$ cat config.mk
export PLATFORM = sky130hd
export DESIGN_NAME = exu_iter
export DESIGN_NICKNAME = d
export VERILOG_FILES = /design/src/rtl/exu_pkg.sv /design/src/rtl/exu_iter_alu.sv /design/src/rtl/exu_iter.sv
export SDC_FILE = /design/constraint.sdc
export NUM_CORES = 1
export LEC_CHECK = 0
export ABC_AREA = 1
export BUFFER_PORTS_ARGS = -buffer_cell sky130_fd_sc_hd__buf_2
export CORE_ASPECT_RATIO = 1.25
export CORE_MARGIN = 5
export CORE_UTILIZATION = 60
export DETAILED_ROUTE_END_ITERATION = 12
export PLACE_DENSITY = 0.87
export SETUP_SLACK_MARGIN = 0.15
export SLEW_MARGIN = 0
export SYNTH_ARGS = -nofsm -noshare
export SYNTH_HDL_FRONTEND = slang
export SYNTH_SLANG_ARGS = --single-unit
$ cat constraint.sdc
create_clock -name clk -period 4.2 [get_ports clk]
set_clock_uncertainty 0.1 [all_clocks]
set_input_delay 0.21 -clock clk [delete_from_list [all_inputs] [get_ports clk]]
set_output_delay 0.21 -clock clk [all_outputs]
set_load 0.02 [all_outputs]
$ cat src/rtl/exu_pkg.sv
// Shared encodings for the execute unit: ALU control, M-extension funct3,
// operand-select codes and FSM state type.
package exu_pkg;

  localparam logic [3:0] ALU_ADD   = 4'b0000;
  localparam logic [3:0] ALU_SLL   = 4'b0001;
  localparam logic [3:0] ALU_SLT   = 4'b0010;
  localparam logic [3:0] ALU_PASSB = 4'b0011;
  localparam logic [3:0] ALU_XOR   = 4'b0100;
  localparam logic [3:0] ALU_SRL   = 4'b0101;
  localparam logic [3:0] ALU_OR    = 4'b0110;
  localparam logic [3:0] ALU_AND   = 4'b0111;
  localparam logic [3:0] ALU_SUB   = 4'b1000;
  localparam logic [3:0] ALU_SLTU  = 4'b1010;
  localparam logic [3:0] ALU_SRA   = 4'b1101;

  localparam logic [2:0] MD_MUL    = 3'b000;
  localparam logic [2:0] MD_MULH   = 3'b001;
  localparam logic [2:0] MD_MULHSU = 3'b010;
  localparam logic [2:0] MD_MULHU  = 3'b011;
  localparam logic [2:0] MD_DIV    = 3'b100;
  localparam logic [2:0] MD_DIVU   = 3'b101;
  localparam logic [2:0] MD_REM    = 3'b110;
  localparam logic [2:0] MD_REMU   = 3'b111;

  localparam logic       ASRC_RS1  = 1'b0;
  localparam logic       ASRC_PC   = 1'b1;

  localparam logic [1:0] BSRC_RS2  = 2'b00;
  localparam logic [1:0] BSRC_IMM  = 2'b01;
  localparam logic [1:0] BSRC_FOUR = 2'b10;
  localparam logic [1:0] BSRC_ZERO = 2'b11;

  typedef enum logic [1:0] {
    IDLE = 2'd0,
    CALC = 2'd1,
    DONE = 2'd2
  } state_e;

endpackage

$ cat src/rtl/exu_iter_alu.sv
// Combinational single-cycle ALU; ctrl_i[2:0] selects the operation and
// ctrl_i[3] is the sub/unsigned/arithmetic modifier.
module exu_iter_alu
  import exu_pkg::*;
#(
  parameter int XLEN = 32
) (
  input  logic [XLEN-1:0] a_i,
  input  logic [XLEN-1:0] b_i,
  input  logic [3:0]      ctrl_i,
  output logic [XLEN-1:0] y_o
);

  localparam int SHW = $clog2(XLEN);

  logic [SHW-1:0] shamt;
  logic           lt;

  always_comb begin
    shamt = b_i[SHW-1:0];
    lt    = ctrl_i[3] ? (a_i < b_i) : ($signed(a_i) < $signed(b_i));
    y_o   = '0;
    case (ctrl_i[2:0])
      ALU_ADD[2:0]:   y_o = ctrl_i[3] ? (a_i - b_i) : (a_i + b_i);
      ALU_SLL[2:0]:   y_o = a_i << shamt;
      ALU_SLT[2:0]:   y_o = {{(XLEN-1){1'b0}}, lt};
      ALU_PASSB[2:0]: y_o = b_i;
      ALU_XOR[2:0]:   y_o = a_i ^ b_i;
      ALU_SRL[2:0]: begin
        // Separate branches keep the arithmetic shift in a signed context
        if (ctrl_i[3]) y_o = $signed(a_i) >>> shamt;
        else           y_o = a_i >> shamt;
      end
      ALU_OR[2:0]:    y_o = a_i | b_i;
      ALU_AND[2:0]:   y_o = a_i & b_i;
      default:        y_o = '0;
    endcase
  end

endmodule

$ cat src/rtl/exu_iter.sv
// Execute unit: 1-cycle ALU plus iterative RV-M multiply/divide with
// valid/ready on both sides. Define EXU_ITER_FAST_MUL_EN for a 1-cycle multiplier.
module exu_iter
  import exu_pkg::*;
#(
  parameter int XLEN = 32
) (
  input  logic            clk,
  input  logic            rst,
  input  logic            in_valid,
  output logic            in_ready,
  input  logic [XLEN-1:0] src1,
  input  logic [XLEN-1:0] src2,
  input  logic [XLEN-1:0] pc,
  input  logic [XLEN-1:0] imm,
  input  logic [4:0]      op,
  input  logic            asrc,
  input  logic [1:0]      bsrc,
  output logic            out_valid,
  input  logic            out_ready,
  output logic [XLEN-1:0] res,
  output logic            busy
);

  localparam int              SHW      = $clog2(XLEN);
  localparam int              PW       = 2 * XLEN + 1;
  localparam logic [XLEN-1:0] SMIN     = {1'b1, {(XLEN-1){1'b0}}};
  localparam logic [SHW:0]    CNT_INIT = (SHW+1)'(XLEN);
  localparam logic [SHW:0]    CNT_ONE  = (SHW+1)'(1);

  state_e          state_q, state_d;
  logic [XLEN-1:0] res_q, res_d;
  logic [XLEN-1:0] dvs_q, dvs_d;
  logic [SHW:0]    cnt_q, cnt_d;
  logic [PW-1:0]   p_q, p_d;
  logic [2:0]      f3_q, f3_d;
  logic            neg_q, neg_d;

  logic            accept;
  logic [XLEN-1:0] opa, opb, alu_y;
  logic [2:0]      f3;

  assign in_ready  = (state_q == IDLE) | ((state_q == DONE) & out_ready);
  assign out_valid = (state_q == DONE);
  assign busy      = (state_q == CALC);
  assign res       = res_q;
  assign accept    = in_valid & in_ready;
  assign f3        = op[2:0];

  always_comb begin
    opa = (asrc == ASRC_PC) ? pc : src1;
    opb = '0;
    case (bsrc)
      BSRC_RS2:  opb = src2;
      BSRC_IMM:  opb = imm;
      BSRC_FOUR: opb = XLEN'(4);
      default:   opb = '0;
    endcase
  end

  exu_iter_alu #(.XLEN(XLEN)) u_alu (
    .a_i    (opa),
    .b_i    (opb),
    .ctrl_i (op[3:0]),
    .y_o    (alu_y)
  );

  // Launch decode: signedness, magnitudes and divide special cases
  logic            a_sgn, b_sgn, a_neg, b_neg;
  logic            div0, div_ovf, mul_neg, div_neg;
  logic [XLEN-1:0] a_mag, b_mag, div_spec;

  always_comb begin
    a_sgn    = f3[2] ? ~f3[0] : ((f3 == MD_MULH) || (f3 == MD_MULHSU));
    b_sgn    = f3[2] ? ~f3[0] : (f3 == MD_MULH);
    a_neg    = a_sgn & opa[XLEN-1];
    b_neg    = b_sgn & opb[XLEN-1];
    a_mag    = a_neg ? -opa : opa;
    b_mag    = b_neg ? -opb : opb;
    div0     = (opb == '0);
    div_ovf  = ~f3[0] & (opa == SMIN) & (opb == '1);
    mul_neg  = a_neg ^ b_neg;
    div_neg  = f3[1] ? a_neg : (a_neg ^ b_neg);
    if (div0) div_spec = f3[1] ? opa : '1;
    else      div_spec = f3[1] ? '0 : opa;
  end

  function automatic logic [XLEN-1:0] mul_pick(input logic [2*XLEN-1:0] mag,
                                               input logic              neg,
                                               input logic [2:0]        fn);
    logic [2*XLEN-1:0] prod;
    prod = neg ? -mag : mag;
    return (fn == MD_MUL) ? prod[XLEN-1:0] : prod[2*XLEN-1:XLEN];
  endfunction

`ifdef EXU_ITER_FAST_MUL_EN
  logic [2*XLEN-1:0] fast_prod;
  assign fast_prod = {{XLEN{1'b0}}, a_mag} * {{XLEN{1'b0}}, b_mag};
`endif

  // p_q holds {hi, lo}: multiply keeps the multiplier in lo and shifts right;
  // divide keeps the dividend/quotient in lo and the remainder in hi.
  logic [XLEN:0]   mul_sum, div_shift;
  logic [XLEN+1:0] div_trial;
  logic [PW-1:0]   p_nx;
  logic [XLEN-1:0] div_val, calc_res;

  always_comb begin
    mul_sum   = p_q[PW-1:XLEN] + (p_q[0] ? {1'b0, dvs_q} : '0);
    div_shift = {p_q[2*XLEN-1:XLEN], p_q[XLEN-1]};
    div_trial = {1'b0, div_shift} - {2'b00, dvs_q};
    if (!f3_q[2])
      p_nx = {1'b0, mul_sum, p_q[XLEN-1:1]};
    else if (div_trial[XLEN+1])
      p_nx = {1'b0, div_shift[XLEN-1:0], p_q[XLEN-2:0], 1'b0};
    else
      p_nx = {1'b0, div_trial[XLEN-1:0], p_q[XLEN-2:0], 1'b1};

    div_val = f3_q[1] ? p_nx[2*XLEN-1:XLEN] : p_nx[XLEN-1:0];
    if (f3_q[2]) calc_res = neg_q ? -div_val : div_val;
    else         calc_res = mul_pick(p_nx[2*XLEN-1:0], neg_q, f3_q);
  end

  always_comb begin
    state_d = state_q;
    res_d   = res_q;
    cnt_d   = cnt_q;
    p_d     = p_q;
    dvs_d   = dvs_q;
    f3_d    = f3_q;
    neg_d   = neg_q;
    case (state_q)
      CALC: begin
        // The final step and the result write share one cycle
        p_d   = p_nx;
        cnt_d = cnt_q - CNT_ONE;
        if (cnt_q == CNT_ONE) begin
          res_d   = calc_res;
          state_d = DONE;
        end
      end
      IDLE, DONE: begin
        if (accept) begin
          if (!op[4]) begin
            res_d   = alu_y;
            state_d = DONE;
          end else if (f3[2] && (div0 || div_ovf)) begin
            res_d   = div_spec;
            state_d = DONE;
          end
`ifdef EXU_ITER_FAST_MUL_EN
          else if (!f3[2]) begin
            res_d   = mul_pick(fast_prod, mul_neg, f3);
            state_d = DONE;
          end
`endif
          else begin
            state_d = CALC;
            cnt_d   = CNT_INIT;
            f3_d    = f3;
            neg_d   = f3[2] ? div_neg : mul_neg;
            dvs_d   = f3[2] ? b_mag : a_mag;
            p_d     = {{(XLEN+1){1'b0}}, (f3[2] ? a_mag : b_mag)};
          end
        end else if ((state_q == DONE) && out_ready) begin
          state_d = IDLE;
        end
      end
      default: state_d = IDLE;
    endcase
  end

  always_ff @(posedge clk) begin
    if (rst) begin
      state_q <= IDLE;
      res_q   <= '0;
      cnt_q   <= '0;
      p_q     <= '0;
      dvs_q   <= '0;
      f3_q    <= '0;
      neg_q   <= 1'b0;
    end else begin
      state_q <= state_d;
      res_q   <= res_d;
      cnt_q   <= cnt_d;
      p_q     <= p_d;
      dvs_q   <= dvs_d;
      f3_q    <= f3_d;
      neg_q   <= neg_d;
    end
  end

endmodule

==> impl_metrics.ini, run 1 <==
[global_routing]
gr-total-overflow = 3
grt_util_all_layers_pct = 68.1
grt_max_degree = 93

[synth]
yosysWarnings = 0
syn_nets = 5553
synthesis.area_mm2 = 0.0278
syn_area_per_cell_um2 = 5.30
yosys-top-cells-area = nand2_1 20%, dfxtp_1 10%, inv_1 9.6%
ys_seq_elements = 140
ys.flop_type = dfxtp_1
synth_top_cell_by_area = nand2_1
synth.distinct_cells = 66
synth-edff-count = 0
synth_seq_area_share_pct = 10.1
synth_top_area_share_pct = 20.1
synthCells = 5240
synthArstFlopShare_pct = 0

[run_status]
firstError = [ERROR GRT-0232] Routing congestion too high. Check the congestion heatmap in the GUI.
run_status = stopped before the end
lastStage = global routing (5_1_grt)

[placed_design]
pre_cts_ws_ps = -229
hpwl_um = 120000
io_buffers = 174
dp_cells = 6342
place.gp.congestion = 1.30

[clock_tree]
cts_root_buffer = clkbuf_16
cts_inserted_buffers = 17
h-tree-depth = 4
clockBufferDepth = 2
clock_sinks = 140

[floorplan]
start_util_pct = 60.4
die_h_um = 251
rows = 88
die_w_um = 203
num_io_pins = 175
## what timing repair did
item                       4_1_cts
hold buffers                     1
hold endpoints to repair         1
setup endpoints to repair       26
setup buffers                   10
resized for setup               47
pin swaps                       16
gates cloned                     0
## cell families after synthesis
family / after synthesis / share of synthesized area (%)
adder cells (fa/ha/maj): 173 / 7.90
AND/OR/NAND/NOR: 2555 / 38.3
multiplexers: 13 / 0.468
XOR/XNOR: 122 / 3.84
AO/OA/AOI/OAI: 1247 / 25.2
flip-flops: 140 / 10.1
buffers and inverters: 990 / 14.2
## Yosys cell counts, drive strengths merged (26+ instances only)
| master | count |
|---|---|
| o211ai | 44 |
| xor2 | 106 |
| nor2 | 502 |
| nand3 | 352 |
| nand3b | 26 |
| a21oi | 404 |
| o22ai | 72 |
| clkbuf | 172 |
| or2 | 35 |
| o21ai | 564 |
| ha | 169 |
| nor3 | 54 |
| inv | 722 |
| a31oi | 29 |
| nand2 | 1496 |
| dfxtp | 140 |
| buf | 88 |
| nand4 | 72 |
| o21a | 28 |
## through the flow
step	cell area, um^2	TNS (ps)
detailed placement	32900	-1540
CTS	33900	0
floorplan	27800	0
global placement	32900	-726
## metal layers
layer	GRT overflow	global-route usage, %
met3	0	47.4
met2	1	88.6
met4	2	69.9
met1	0	67.6
met5	0	12.0
==> run 2, diff against run 1 <==
CORE_ASPECT_RATIO = unset   (was 1.25)
CORE_UTILIZATION = 40   (was 60)
PLACE_DENSITY = unset   (was 0.87)
PLACE_DENSITY_LB_ADDON = 0.15   (was unset)
SETUP_SLACK_MARGIN = unset   (was 0.15)
==> impl_metrics.ini, run 2 <==
[synth]
synth.distinct_cells = 66
yosys-top-cells-count = 1486 x nand2_1, 711 x inv_1, 515 x o21ai_0, 489 x nor2_1, 403 x a21oi_1
synth_top_cell_by_area = nand2_1
syn_area_per_cell_um2 = 5.30
synthArstFlopShare_pct = 0
yosysWarnings = 0
syn_nets = 5553
synth_seq_area_share_pct = 10.1
ys.flop_type = dfxtp_1
synthCells = 5240
yosys-top-cells-area = nand2_1 20%, dfxtp_1 10%, inv_1 9.6%
ys_seq_elements = 140
synthesis.area_mm2 = 0.0278
synth_top_area_share_pct = 20.1
yosysMostFrequentCell = nand2_1
synth-edff-count = 0

[run_status]
run_status = finished clean

[sta]
finalHoldViolations = 0
setup-violations-final = 0
rsz0062_at_grt = yes
finalSetupTns_ps = 0
tightest_slew_ps = 1120
max_freq_mhz = 241
drv_slew = 0
slew_headroom_pct = 24.7
period_minus_slack_ps = 4160
period_share_pct = 98.9

[critical_path]
critPathLaunch = p_q[35]
crit_path_start_kind = flop
cpMaxStageDelayCell = dfxtp_1
worstRegToRegCells = 29
worstSetupPathType = flop to flop
regToRegStartpoint = p_q[35]
cpPeakStageDelay_ps = 430
crit_top_cell = nand2_1
endpoint_kind = flop
worstPathArrival_ps = 4420
rrSetupSlack_ps = 40
worstPathMaxFanout = 4
worstPathRequired_ps = 4470
regToRegEndpoint = res[10]

[floorplan]
start_util_pct = 40.5
num_io_pins = 175
rows = 96
core_area_mm2 = 0.0687
die_w_um = 274
dieArea_mm2 = 0.0749
die_h_um = 274

[min_path]
min_to = f3_q[0]
holdPathStages = 3
min_from = op[0]
hold_path.class = primary input to flop

[routing]
drtIter0Drc = 5126
dr.pass1.iters = 9
wl_per_cell_um = 24.1
via_per_inst = 5.67
drcViolationCount = 0
vias = 40100
drtAntennaViolNets = 0
drt_wl_total_um = 171000

[cells_and_area]
largest_register = p_q
largest_reg_flops = 64
final_cells = 7070
multi_input_area_mm2 = 0.0221
synthToLayoutAreaGrowth_pct = 35.5
nNetsFinal = 6435
final_area_mm2 = 0.0377
mostFrequentLayoutCells = 1433 x nand2_1, 921 x buf_4, 701 x inv_1
n_fill_cell = 7411
drive_gt1_share_pct = 23.8
layout_commonest_cell = nand2_1
regArea_mm2 = 0.00284
fin_util_pct = 54.8

[clock_tree]
cts_inserted_buffers = 17
cts_tree = built
insertion_delay_ps = 480
path_clk_slew_ps = 70
clockBufferDepth = 2
cts_root_buffer = clkbuf_16
clock_sinks = 140
h-tree-depth = 4

[placed_design]
io_buffers = 174
place_area_mm2 = 0.0360
place.gp.congestion = 1.10
hpwl_um = 141000
dp_cells = 7023

[power]
p_leak_nw = 19.2
p_total_mw = 9.67
ir_worst_vdd_v = 0.000285
pwr_density_cell_mw_per_mm2 = 257

[job]
max-cap-violations = 0

[global_routing]
grt_pass1_wl_um = 241000
gr-total-overflow = 0
grt_util_all_layers_pct = 43.3
grt_max_degree = 93
antenna_found_initial = 3
grt_pass1_vias = 36900
run 2: cell counts after synthesis:
No cell type changed its count.
run 2: timing repair:
item	4_1_cts	5_1_grt
setup buffers	0	9
pin swaps	1	48
hold buffers	2	0
endpoints found under the setup margin	25	31
resized for setup	27	236
hold endpoints to repair	2	0
run 2: worst max-delay path, delay by kind of cell, from the launching register on:
family / cells / cell delay [ps]
buf+inv: 2 / 180
flops: 1 / 430
fa+ha+maj: 2 / 400
simple gates: 21 / 2450
compound gates: 4 / 500
run 2: cell families (layout without fill, tap and decap cells):
logic type / count (synthesis) / in the layout / synth area share [%]
muxes: 13 / 13 / 0.468
adders and majority gates: 173 / 173 / 7.90
AOI/OAI and AO/OA: 1247 / 1247 / 25.2
DFF: 140 / 140 / 10.1
other: 0 / 4 / 0
and+or+nand+nor: 2555 / 2555 / 38.3
xor gates and xnor gates: 122 / 122 / 3.84
buffers and inverters: 990 / 1885 / 14.2
run 2: how the worst max path moves through the flow:
stage / cells past startpoint / end
after floorplan: 28 / p_q[33]
after global placement: 26 / res[28]
after detailed placement: 26 / res[28]
after CTS: 26 / res[20]
after global routing: 28 / res[10]
final: 29 / res[10]
run 2: final cells by class:
cell class	count	share of cell area [%]
multi-input cells	4110	58.6
clock inverters	14	0.395
clock buffers	18	1.14
inverters	730	7.28
flip-flops and latches	140	7.53
repair buffers	1123	22.0
diodes	4	0.0266
well taps	931	3.09
run 2: metal layers:
layer  GRT usage (%)  wire length (um)  vias up
met1            49.6             61200    18100
met3            8.70             16300      702
li1                -                 -    18900
met2            68.8             74100     2404
met4            37.1             19000        2
met5               0                13        -
run 2: per-stage QoR:
| step | setup slack, ps | hold WS (ps) |
|---|---|---|
| floorplan | 448 | 291 |
| global placement | -421 | 351 |
| detailed placement | -408 | 350 |
| CTS | 1.67 | 153 |
| global route | -150 | 248 |
| finish | 44.5 | 228 |
run 2: where the power goes:
group | switching, mW | internal (mW)
Clock | 0.777 | 0.839
Combinational | 4.12 | 2.43
Sequential | 0.0866 | 1.42
Total | 4.98 | 4.69
Note: power is estimated with default switching activity, not from simulation.
